===== src/rtl/reg_wb_arbiter_pkg.sv =====
// Shared register-file codes and types for the writeback arbiter slice.
package reg_wb_arbiter_pkg;

  typedef logic [3:0] reg_addr_t;

  localparam reg_addr_t RegZero = 4'd0;
  localparam reg_addr_t RegPc   = 4'd15;
  localparam reg_addr_t RegT    = 4'd14;

  typedef enum logic [1:0] {GntNone, GntA, GntB} grant_e;

  // Zero and PC are never written through the writeback port.
  function automatic logic is_gpr(reg_addr_t r);
    return (r != RegZero) && (r != RegPc);
  endfunction

endpackage


===== src/rtl/reg_wb_arbiter_if.sv =====
// Writeback sources, decode issue/read ports and register-file write outputs.
interface reg_wb_arbiter_if #(
  parameter int unsigned DATA_W = 16
);
  logic              AValid;
  logic [3:0]        AReg;
  logic [DATA_W-1:0] AData;
  logic              AReady;
  logic              BValid;
  logic [3:0]        BReg;
  logic [DATA_W-1:0] BData;
  logic              BReady;
  logic              IssueValid;
  logic [3:0]        IssueReg;
  logic              IssueReady;
  logic [3:0]        Rs;
  logic [3:0]        Rt;
  logic              RsBusy;
  logic              RtBusy;
  logic              RegWre;
  logic [3:0]        WriteReg;
  logic [DATA_W-1:0] WriteData;
  logic [15:0]       PendingMask;

  modport master (
    output AValid, AReg, AData, BValid, BReg, BData, IssueValid, IssueReg, Rs, Rt,
    input  AReady, BReady, IssueReady, RsBusy, RtBusy, RegWre, WriteReg, WriteData, PendingMask
  );

  modport slave (
    input  AValid, AReg, AData, BValid, BReg, BData, IssueValid, IssueReg, Rs, Rt,
    output AReady, BReady, IssueReady, RsBusy, RtBusy, RegWre, WriteReg, WriteData, PendingMask
  );
endinterface


===== src/rtl/reg_wb_arbiter_scoreboard.sv =====
// Per-register pending scoreboard: set on issue, cleared by the committed write.
module reg_wb_arbiter_scoreboard
  import reg_wb_arbiter_pkg::*;
(
  input  logic        Clk,
  input  logic        Rst,
  input  logic        IssueValid,
  input  reg_addr_t   IssueReg,
  output logic        IssueReady,
  input  logic        ClrEn,
  input  reg_addr_t   ClrReg,
  input  reg_addr_t   Rs,
  input  reg_addr_t   Rt,
  output logic        RsBusy,
  output logic        RtBusy,
  output logic [15:0] PendingMask
);

  logic [15:0] pending_q, pending_d;

  assign IssueReady  = !pending_q[IssueReg];
  assign RsBusy      = pending_q[Rs] && is_gpr(Rs);
  assign RtBusy      = pending_q[Rt] && is_gpr(Rt);
  assign PendingMask = pending_q;

  // Set is applied after clear so a new writer to the same register stays outstanding.
  always_comb begin
    pending_d = pending_q;
    if (ClrEn) pending_d[ClrReg] = 1'b0;
    if (IssueValid && IssueReady && is_gpr(IssueReg)) pending_d[IssueReg] = 1'b1;
  end

  always_ff @(posedge Clk or posedge Rst) begin
    if (Rst) pending_q <= '0;
    else     pending_q <= pending_d;
  end

endmodule


===== src/rtl/reg_wb_arbiter.sv =====
// Two-source writeback arbiter for the register-file write port, with a starvation
// guard for source B and a registered write stage.
module reg_wb_arbiter
  import reg_wb_arbiter_pkg::*;
#(
  parameter int unsigned WAIT_MAX = 3,
  parameter int unsigned DATA_W   = 16
) (
  input logic             Clk,
  input logic             Rst,
  reg_wb_arbiter_if.slave bus
);

  localparam logic [3:0] WaitLim = 4'(WAIT_MAX);

  grant_e            gnt;
  logic              force_b;
  logic [3:0]        starve_q, starve_d;
  reg_addr_t         gnt_reg;
  logic [DATA_W-1:0] gnt_data;
  logic              wre_q, wre_d;
  reg_addr_t         wreg_q, wreg_d;
  logic [DATA_W-1:0] wdata_q, wdata_d;

  always_comb begin
    force_b = bus.BValid && (starve_q == WaitLim);
    gnt     = GntNone;
    if (bus.AValid && !force_b) gnt = GntA;
    else if (bus.BValid)        gnt = GntB;
  end

  assign bus.AReady = (gnt == GntA);
  assign bus.BReady = (gnt == GntB);

  always_comb begin
    starve_d = '0;
    if (bus.BValid && (gnt != GntB)) begin
      starve_d = (starve_q == WaitLim) ? starve_q : starve_q + 4'd1;
    end
  end

  // Zero/PC grants complete the handshake but never raise the write enable.
  always_comb begin
    gnt_reg  = bus.AReg;
    gnt_data = bus.AData;
    if (gnt == GntB) begin
      gnt_reg  = bus.BReg;
      gnt_data = bus.BData;
    end
    wre_d   = (gnt != GntNone) && is_gpr(gnt_reg);
    wreg_d  = wreg_q;
    wdata_d = wdata_q;
    if (gnt != GntNone) begin
      wreg_d  = gnt_reg;
      wdata_d = gnt_data;
    end
  end

  always_ff @(posedge Clk or posedge Rst) begin
    if (Rst) begin
      starve_q <= '0;
      wre_q    <= 1'b0;
      wreg_q   <= '0;
      wdata_q  <= '0;
    end else begin
      starve_q <= starve_d;
      wre_q    <= wre_d;
      wreg_q   <= wreg_d;
      wdata_q  <= wdata_d;
    end
  end

  assign bus.RegWre    = wre_q;
  assign bus.WriteReg  = wreg_q;
  assign bus.WriteData = wdata_q;

  reg_wb_arbiter_scoreboard u_scoreboard (
    .Clk         (Clk),
    .Rst         (Rst),
    .IssueValid  (bus.IssueValid),
    .IssueReg    (bus.IssueReg),
    .IssueReady  (bus.IssueReady),
    .ClrEn       (wre_q),
    .ClrReg      (wreg_q),
    .Rs          (bus.Rs),
    .Rt          (bus.Rt),
    .RsBusy      (bus.RsBusy),
    .RtBusy      (bus.RtBusy),
    .PendingMask (bus.PendingMask)
  );

endmodule


===== src/flat_wrapper.sv =====
// flat-port wrapper written by rule: the top's interface ports become plain ports
module reg_wb_arbiter_flat import reg_wb_arbiter_pkg::*;
#(
  parameter int unsigned WAIT_MAX = 3,
  parameter int unsigned DATA_W   = 16
)
  (Clk, Rst, bus_AValid, bus_AReg, bus_AData, bus_BValid, bus_BReg, bus_BData, bus_IssueValid, bus_IssueReg, bus_Rs, bus_Rt, bus_AReady, bus_BReady, bus_IssueReady, bus_RsBusy, bus_RtBusy, bus_RegWre, bus_WriteReg, bus_WriteData, bus_PendingMask);
  reg_wb_arbiter_if #(.DATA_W(DATA_W)) bus_i ();
  input logic Clk;
  input logic Rst;
  input wire logic [$bits(bus_i.AValid)-1:0] bus_AValid;
  input wire logic [$bits(bus_i.AReg)-1:0] bus_AReg;
  input wire logic [$bits(bus_i.AData)-1:0] bus_AData;
  input wire logic [$bits(bus_i.BValid)-1:0] bus_BValid;
  input wire logic [$bits(bus_i.BReg)-1:0] bus_BReg;
  input wire logic [$bits(bus_i.BData)-1:0] bus_BData;
  input wire logic [$bits(bus_i.IssueValid)-1:0] bus_IssueValid;
  input wire logic [$bits(bus_i.IssueReg)-1:0] bus_IssueReg;
  input wire logic [$bits(bus_i.Rs)-1:0] bus_Rs;
  input wire logic [$bits(bus_i.Rt)-1:0] bus_Rt;
  output wire logic [$bits(bus_i.AReady)-1:0] bus_AReady;
  output wire logic [$bits(bus_i.BReady)-1:0] bus_BReady;
  output wire logic [$bits(bus_i.IssueReady)-1:0] bus_IssueReady;
  output wire logic [$bits(bus_i.RsBusy)-1:0] bus_RsBusy;
  output wire logic [$bits(bus_i.RtBusy)-1:0] bus_RtBusy;
  output wire logic [$bits(bus_i.RegWre)-1:0] bus_RegWre;
  output wire logic [$bits(bus_i.WriteReg)-1:0] bus_WriteReg;
  output wire logic [$bits(bus_i.WriteData)-1:0] bus_WriteData;
  output wire logic [$bits(bus_i.PendingMask)-1:0] bus_PendingMask;
  assign bus_i.AValid = bus_AValid;
  assign bus_i.AReg = bus_AReg;
  assign bus_i.AData = bus_AData;
  assign bus_i.BValid = bus_BValid;
  assign bus_i.BReg = bus_BReg;
  assign bus_i.BData = bus_BData;
  assign bus_i.IssueValid = bus_IssueValid;
  assign bus_i.IssueReg = bus_IssueReg;
  assign bus_i.Rs = bus_Rs;
  assign bus_i.Rt = bus_Rt;
  assign bus_AReady = bus_i.AReady;
  assign bus_BReady = bus_i.BReady;
  assign bus_IssueReady = bus_i.IssueReady;
  assign bus_RsBusy = bus_i.RsBusy;
  assign bus_RtBusy = bus_i.RtBusy;
  assign bus_RegWre = bus_i.RegWre;
  assign bus_WriteReg = bus_i.WriteReg;
  assign bus_WriteData = bus_i.WriteData;
  assign bus_PendingMask = bus_i.PendingMask;
  reg_wb_arbiter #(.WAIT_MAX(WAIT_MAX), .DATA_W(DATA_W)) u_core (.Clk(Clk), .Rst(Rst), .bus(bus_i));
endmodule

===== config.mk =====
export PLATFORM = sky130hd
export DESIGN_NAME = reg_wb_arbiter_flat
export DESIGN_NICKNAME = d
export VERILOG_FILES = /design/src/rtl/reg_wb_arbiter_pkg.sv /design/src/rtl/reg_wb_arbiter_if.sv /design/src/rtl/reg_wb_arbiter_scoreboard.sv /design/src/rtl/reg_wb_arbiter.sv /design/src/flat_wrapper.sv
export SDC_FILE = /design/constraint.sdc
export NUM_CORES = 1
export LEC_CHECK = 0
export CAP_MARGIN = 20
export CORE_MARGIN = 3
export CORE_UTILIZATION = 40
export CTS_BUF_LIST = sky130_fd_sc_hd__clkbuf_2
export DETAILED_ROUTE_END_ITERATION = 8
export PLACE_DENSITY = 0.88
export SYNTH_ARGS = -nofsm -noshare
export SYNTH_HDL_FRONTEND = slang
export SYNTH_SLANG_ARGS = --single-unit

===== constraint.sdc =====
create_clock -name Clk -period 1.8 [get_ports Clk]
set_input_delay 0.18 -clock Clk [delete_from_list [all_inputs] [get_ports Clk]]
set_output_delay 0.18 -clock Clk [all_outputs]
set_load 0.1 [all_outputs]

## Yosys cells after proc, flatten, opt, wreduce, memory -nomap -nowiden

Cells that the tools add are included.

- Output and inout bits: 42
- Register bits after elaboration: 41

- Order comparisons: 6
- Reductions and logical operators: 21
- Add/subtract/negate cells: 1
- Mux-type cells: 18
- Equal/unequal tests: 9
- Bitwise gates (word level): 3

Operators by type and width:

| cell | number |
|---|---|
| 16-bit 2-to-1 mux | 3 |
| 4-bit by 5-bit < comparator with 1-bit output, second input constant | 4 |
| 16-bit bitwise AND | 1 |
| 4-bit inequality test, second input constant | 4 |
| 16-bit inverter | 1 |
| 16-bit OR | 1 |
| 4-bit nonzero test | 4 |
| 1-bit logical AND | 14 |
| 1-bit binary-select mux with 4-bit select | 3 |
| 4-bit 2-to-1 mux | 3 |
| 1-bit demux with 4-bit select | 2 |
| 4-bit by 1-bit >= comparator with 1-bit output, second input constant | 2 |
| 1-bit 2-to-1 mux | 5 |
| 4-bit by 1-bit adder with 4-bit output, second input constant | 1 |
| 4-bit by 2-bit == test with 1-bit output, second input constant | 1 |
| 2-bit 2-to-1 mux | 2 |
| 2-bit inequality test, second input constant | 2 |
| 2-bit by 1-bit == test with 1-bit output, second input constant | 1 |
| 2-bit == test, second input constant | 1 |
| 1-bit logical NOT | 2 |
| 2-bit nonzero test | 1 |

## Longest topological paths before layout

- Word-level depth: 10
- Depth in mapped cells: 6
- Depth with buffers taken out: 4

## Hierarchy

Synthesis repeated with hierarchy kept, for this count alone.

- Cell total of the unflattened synthesis: 232
- Area total of the unflattened synthesis: 2492.4 um2

Modules (own cells, without submodules):

| module | cells each | instances | area each (um2) |
|---|---|---|---|
| reg_wb_arbiter | 96 | 1 | 1265.0 |
| reg_wb_arbiter_scoreboard | 136 | 1 | 1227.4 |

## Least setup slack after synthesis

OpenSTA, ideal clock, no wires.

- Path kind: register -> output
- Start point: reg u_core.u_scoreboard.pending_q[9] (netlist: u_core.u_scoreboard.PendingMask[9])
- End point: out bus_IssueReady
- Stages on the path, launching flop included: 4
- Arrival: 3.762 ns
- Required time: 1.620 ns
- Slack: -2.142 ns
- Cell sequence: dfrtp_1 -> mux4_1 -> mux2_2 -> o21ai_0

- Cells in the longest elaborated chain, start to end: 3

RTL lines:

| item | line | source |
|---|---|---|
| start: declaration | reg_wb_arbiter_scoreboard.sv:19 | `logic [15:0] pending_q, pending_d;` |
| start signal: assignment | reg_wb_arbiter_scoreboard.sv:35 | `else pending_q <= pending_d;` |
| 1-bit binary-select mux with 4-bit select | reg_wb_arbiter_scoreboard.sv:21 | `assign IssueReady = !pending_q[IssueReg];` |
| 1-bit 2-to-1 mux (implied by the code) | reg_wb_arbiter_scoreboard.sv:21 |  |
| 1-bit logical NOT | reg_wb_arbiter_scoreboard.sv:21 |  |
| end: declaration | flat_wrapper.sv:23 | `output wire logic [$bits(bus_i.IssueReady)-1:0] bus_IssueReady;` |

No other way between the ends. The select of a mux whose other input is x is not followed.

## Worst setup path in the final report

- Start point: reg u_core.u_scoreboard.pending_q[3] (netlist: u_core.u_scoreboard.PendingMask[3])
- End point: out bus_IssueReady

The elaborated chain is that of the path after synthesis.

==> metrics.yaml <==
rsz0062_at_grt: "yes"
slowest_delay_ns: 0.55
start_kind: "flip-flop"
synth_top_area_share: 0.444
fin_ws_ns: -0.445
fmax_mhz: 445
regArea_sq_mm: 0.00108
insertedDiodeCount: 0
crit_required_ns: 1.62
crit_family: "multiplexers"
critPathBufInv: 1
fin_util: 0.701
async_flop_share: 1.00
p_leak_nw: 1.68
fin_nets: 405
antenna_found_initial: 0
critPathSlowestCell: "dfrtp_4"
crit_path_cell_trace: "mux4_2 > mux2_4 > o21ai_4 > buf_12"
dp_hpwl_um: 5690
clock_latency_ns: 0.39
fin_crit_sh: 1.25
core_sq_mm: 0.00554
ys_types: 42
grt_pass1_vias: 2460
dr_total_vias: 2331
synthTopCellsByArea: "dfrtp_1, o21ai_0, mux2i_1"
root_buffer: "clkbuf_2"
grt.total_usage: 0.237
syn_inst: 215
syn_avg_cell_area_sq_um: 10.7
initial_core_util: 0.417
synthToLayoutAreaGrowth_pct: 67.9
synth.ff_latch_count: 41
timing.rr.end: "u_core.u_scoreboard.PendingMask[13]$_DFF_PP0_"
grt_pass1_wl_um: 11900
min_path_type: "input pin to async pin"
ir_drop_mv: 1.48
yosys.area.top_type: "dfrtp_1"
timing.rr.start: "u_core.u_scoreboard.PendingMask[13]$_DFF_PP0_"
regToRegSetupSlack_ns: 0.12
routed_wl_um: 7540
num_rows: 27
critical_path_arrival_ns: 2.06
die_x_um: 82.0
io_pins: 99
yosysMostFrequentCell: "dfrtp_1"
finalHoldViolCount: 0
cts-root-to-sink-buffers: 2
drtAntennaViolNets: 0
synth_edf_count: 0
timing_worst_setup_path_type: "flip-flop to output port"
setup_viol: 3
drt-initial-drc-count: 115
tritoncts.num_buffers: 5
cts_tree: "done"
yosysWarnings: 0
r2r_cells: 3
layout-drive-gt1-share: 0.399
power.density_mw_per_mm2: 1310
synth.cell_area_sq_mm: 0.00231
numPortBuffers: 98
clkTransAtPathRegs_ns: 0.19
routed_via_density: 5.55
synth-main-ff-cell: "dfrtp_1"
drt_first_pass_iters: 4
ys_top_cells_by_count: "dfrtp_1, o21ai_0, nand2_1"
drcViolationCount: 0
status: "finished with violations"
period_needed_ns: 2.24
fin_setup_tns_ns: -1.13
slew_violations: 0
skew_ns: 0.00923
violations: "negative setup slack"
tightest_slew_ns: 0.519
relSlewSlack: 0.654
multi_input_area_sq_mm: 0.00134
gp_congestion: 0.858
cts_sinks: 41
die_area_sq_mm: 0.00673
fillers: 406
critPathMaxFanout: 5
cts_max_level: 2
grt_max_degree: 42
yosysSeqAreaShare: 0.444
end_kind: "output port"
max-cap-violations: 0
die_h_um: 82.0
syn_nets: 273
wire_per_inst_um: 18.0
grt-ovfl-total: 0
-- cell families after synthesis --
kind of cell / share of synthesized area
xor gates and xnor gates: 0.00758
buffers and inverters: 0.0282
AOI/OAI and AO/OA: 0.183
DFF: 0.444
adders and majority gates: 0.00541
muxes: 0.188
and+or+nand+nor: 0.144
-- metrics by stage --
step	worst slack [ns]	total power, mW	cell area [sq um]	std cells	hold WS (ns)
after floorplan	-0.358	3.62	2420	215	0.297
after global placement	-0.346	4.53	3630	398	0.451
after CTS	-0.480	5.06	3790	411	0.164
after global routing	-0.549	5.28	3880	420	0.199
after detailed placement	-0.362	4.60	3630	398	0.467
final	-0.445	5.08	3880	420	0.174
-- layout by cell type, fill, tap and decap left out, drive strengths merged, types with 2 or more instances in the layout --
cell,instances
nand2,23
nand4bb,2
or3,2
or2,2
o21a,2
mux2i,19
mux4,8
nor2b,4
nand3,3
nor2,4
nand2b,5
or4,2
buf,79
o31ai,2
nand4,2
a211o,4
clkbuf,7
nand3b,3
inv,3
nor4b,2
clkdlybuf4s50,56
a221oi,2
dfrtp,41
a31oi,3
mux2,5
o21ai,46
a2111oi,2
o221a,4
and3b,2
-- power by group --
group	leakage [nW]	total (mW)	internal, mW	switching [mW]
clock network	0.0306	0.390	0.104	0.286
logic	1.16	3.22	1.01	2.21
registers	0.483	1.46	1.21	0.256
total	1.68	5.08	2.32	2.75
-- worst min-delay path, delay by kind of cell --
kind / cells / cell delay (ns)
buffers and inverters: 3 / 0.87
-- worst max-delay path by stage --
stage                                                  from              to  slack [ns]  cells past startpoint
2_1_floorplan  u_core.u_scoreboard.PendingMask[3]$_DFF_PP0_  bus_IssueReady       -0.36                      3
3_3_place_gp                                bus_IssueReg[0]  bus_IssueReady       -0.35                      5
3_5_place_dp                                bus_IssueReg[0]  bus_IssueReady       -0.36                      5
4_1_cts        u_core.u_scoreboard.PendingMask[3]$_DFF_PP0_  bus_IssueReady       -0.48                      4
5_1_grt        u_core.u_scoreboard.PendingMask[3]$_DFF_PP0_  bus_IssueReady       -0.55                      4
6_report       u_core.u_scoreboard.PendingMask[3]$_DFF_PP0_  bus_IssueReady       -0.44                      4
-- flip-flops by register name, indices dropped and copies added, names as in the netlist --
register                         count
u_core.u_scoreboard.PendingMask     16
u_core.bus.RegWre                    1
u_core.starve_q                      4
u_core.bus.WriteData                16
u_core.bus.WriteReg                  4
-- cell type report --
class,instances,share of cell area
Clock buffer,7,0.00903
Clock inverter,1,0.000967
Inverter,3,0.00290
Multi-Input combinational cell,160,0.346
Sequential cell,41,0.279
Tap cell,72,0.0232
Timing Repair Buffer,136,0.339
-- timing repair --
item,4_1_cts,5_1_grt
cloned,1,0
pin swaps,7,3
endpoints found under the setup margin,5,6
buffers inserted,4,9
hold buffers,0,0
resized for setup,11,4
-- per-layer routing --
metal  track usage  share of wire
met2         0.429           0.50
met5             0              0
met3        0.0833           0.11
met1         0.257           0.38
met4        0.0714          0.014
No activity file was read; power rests on OpenSTA's default activity.
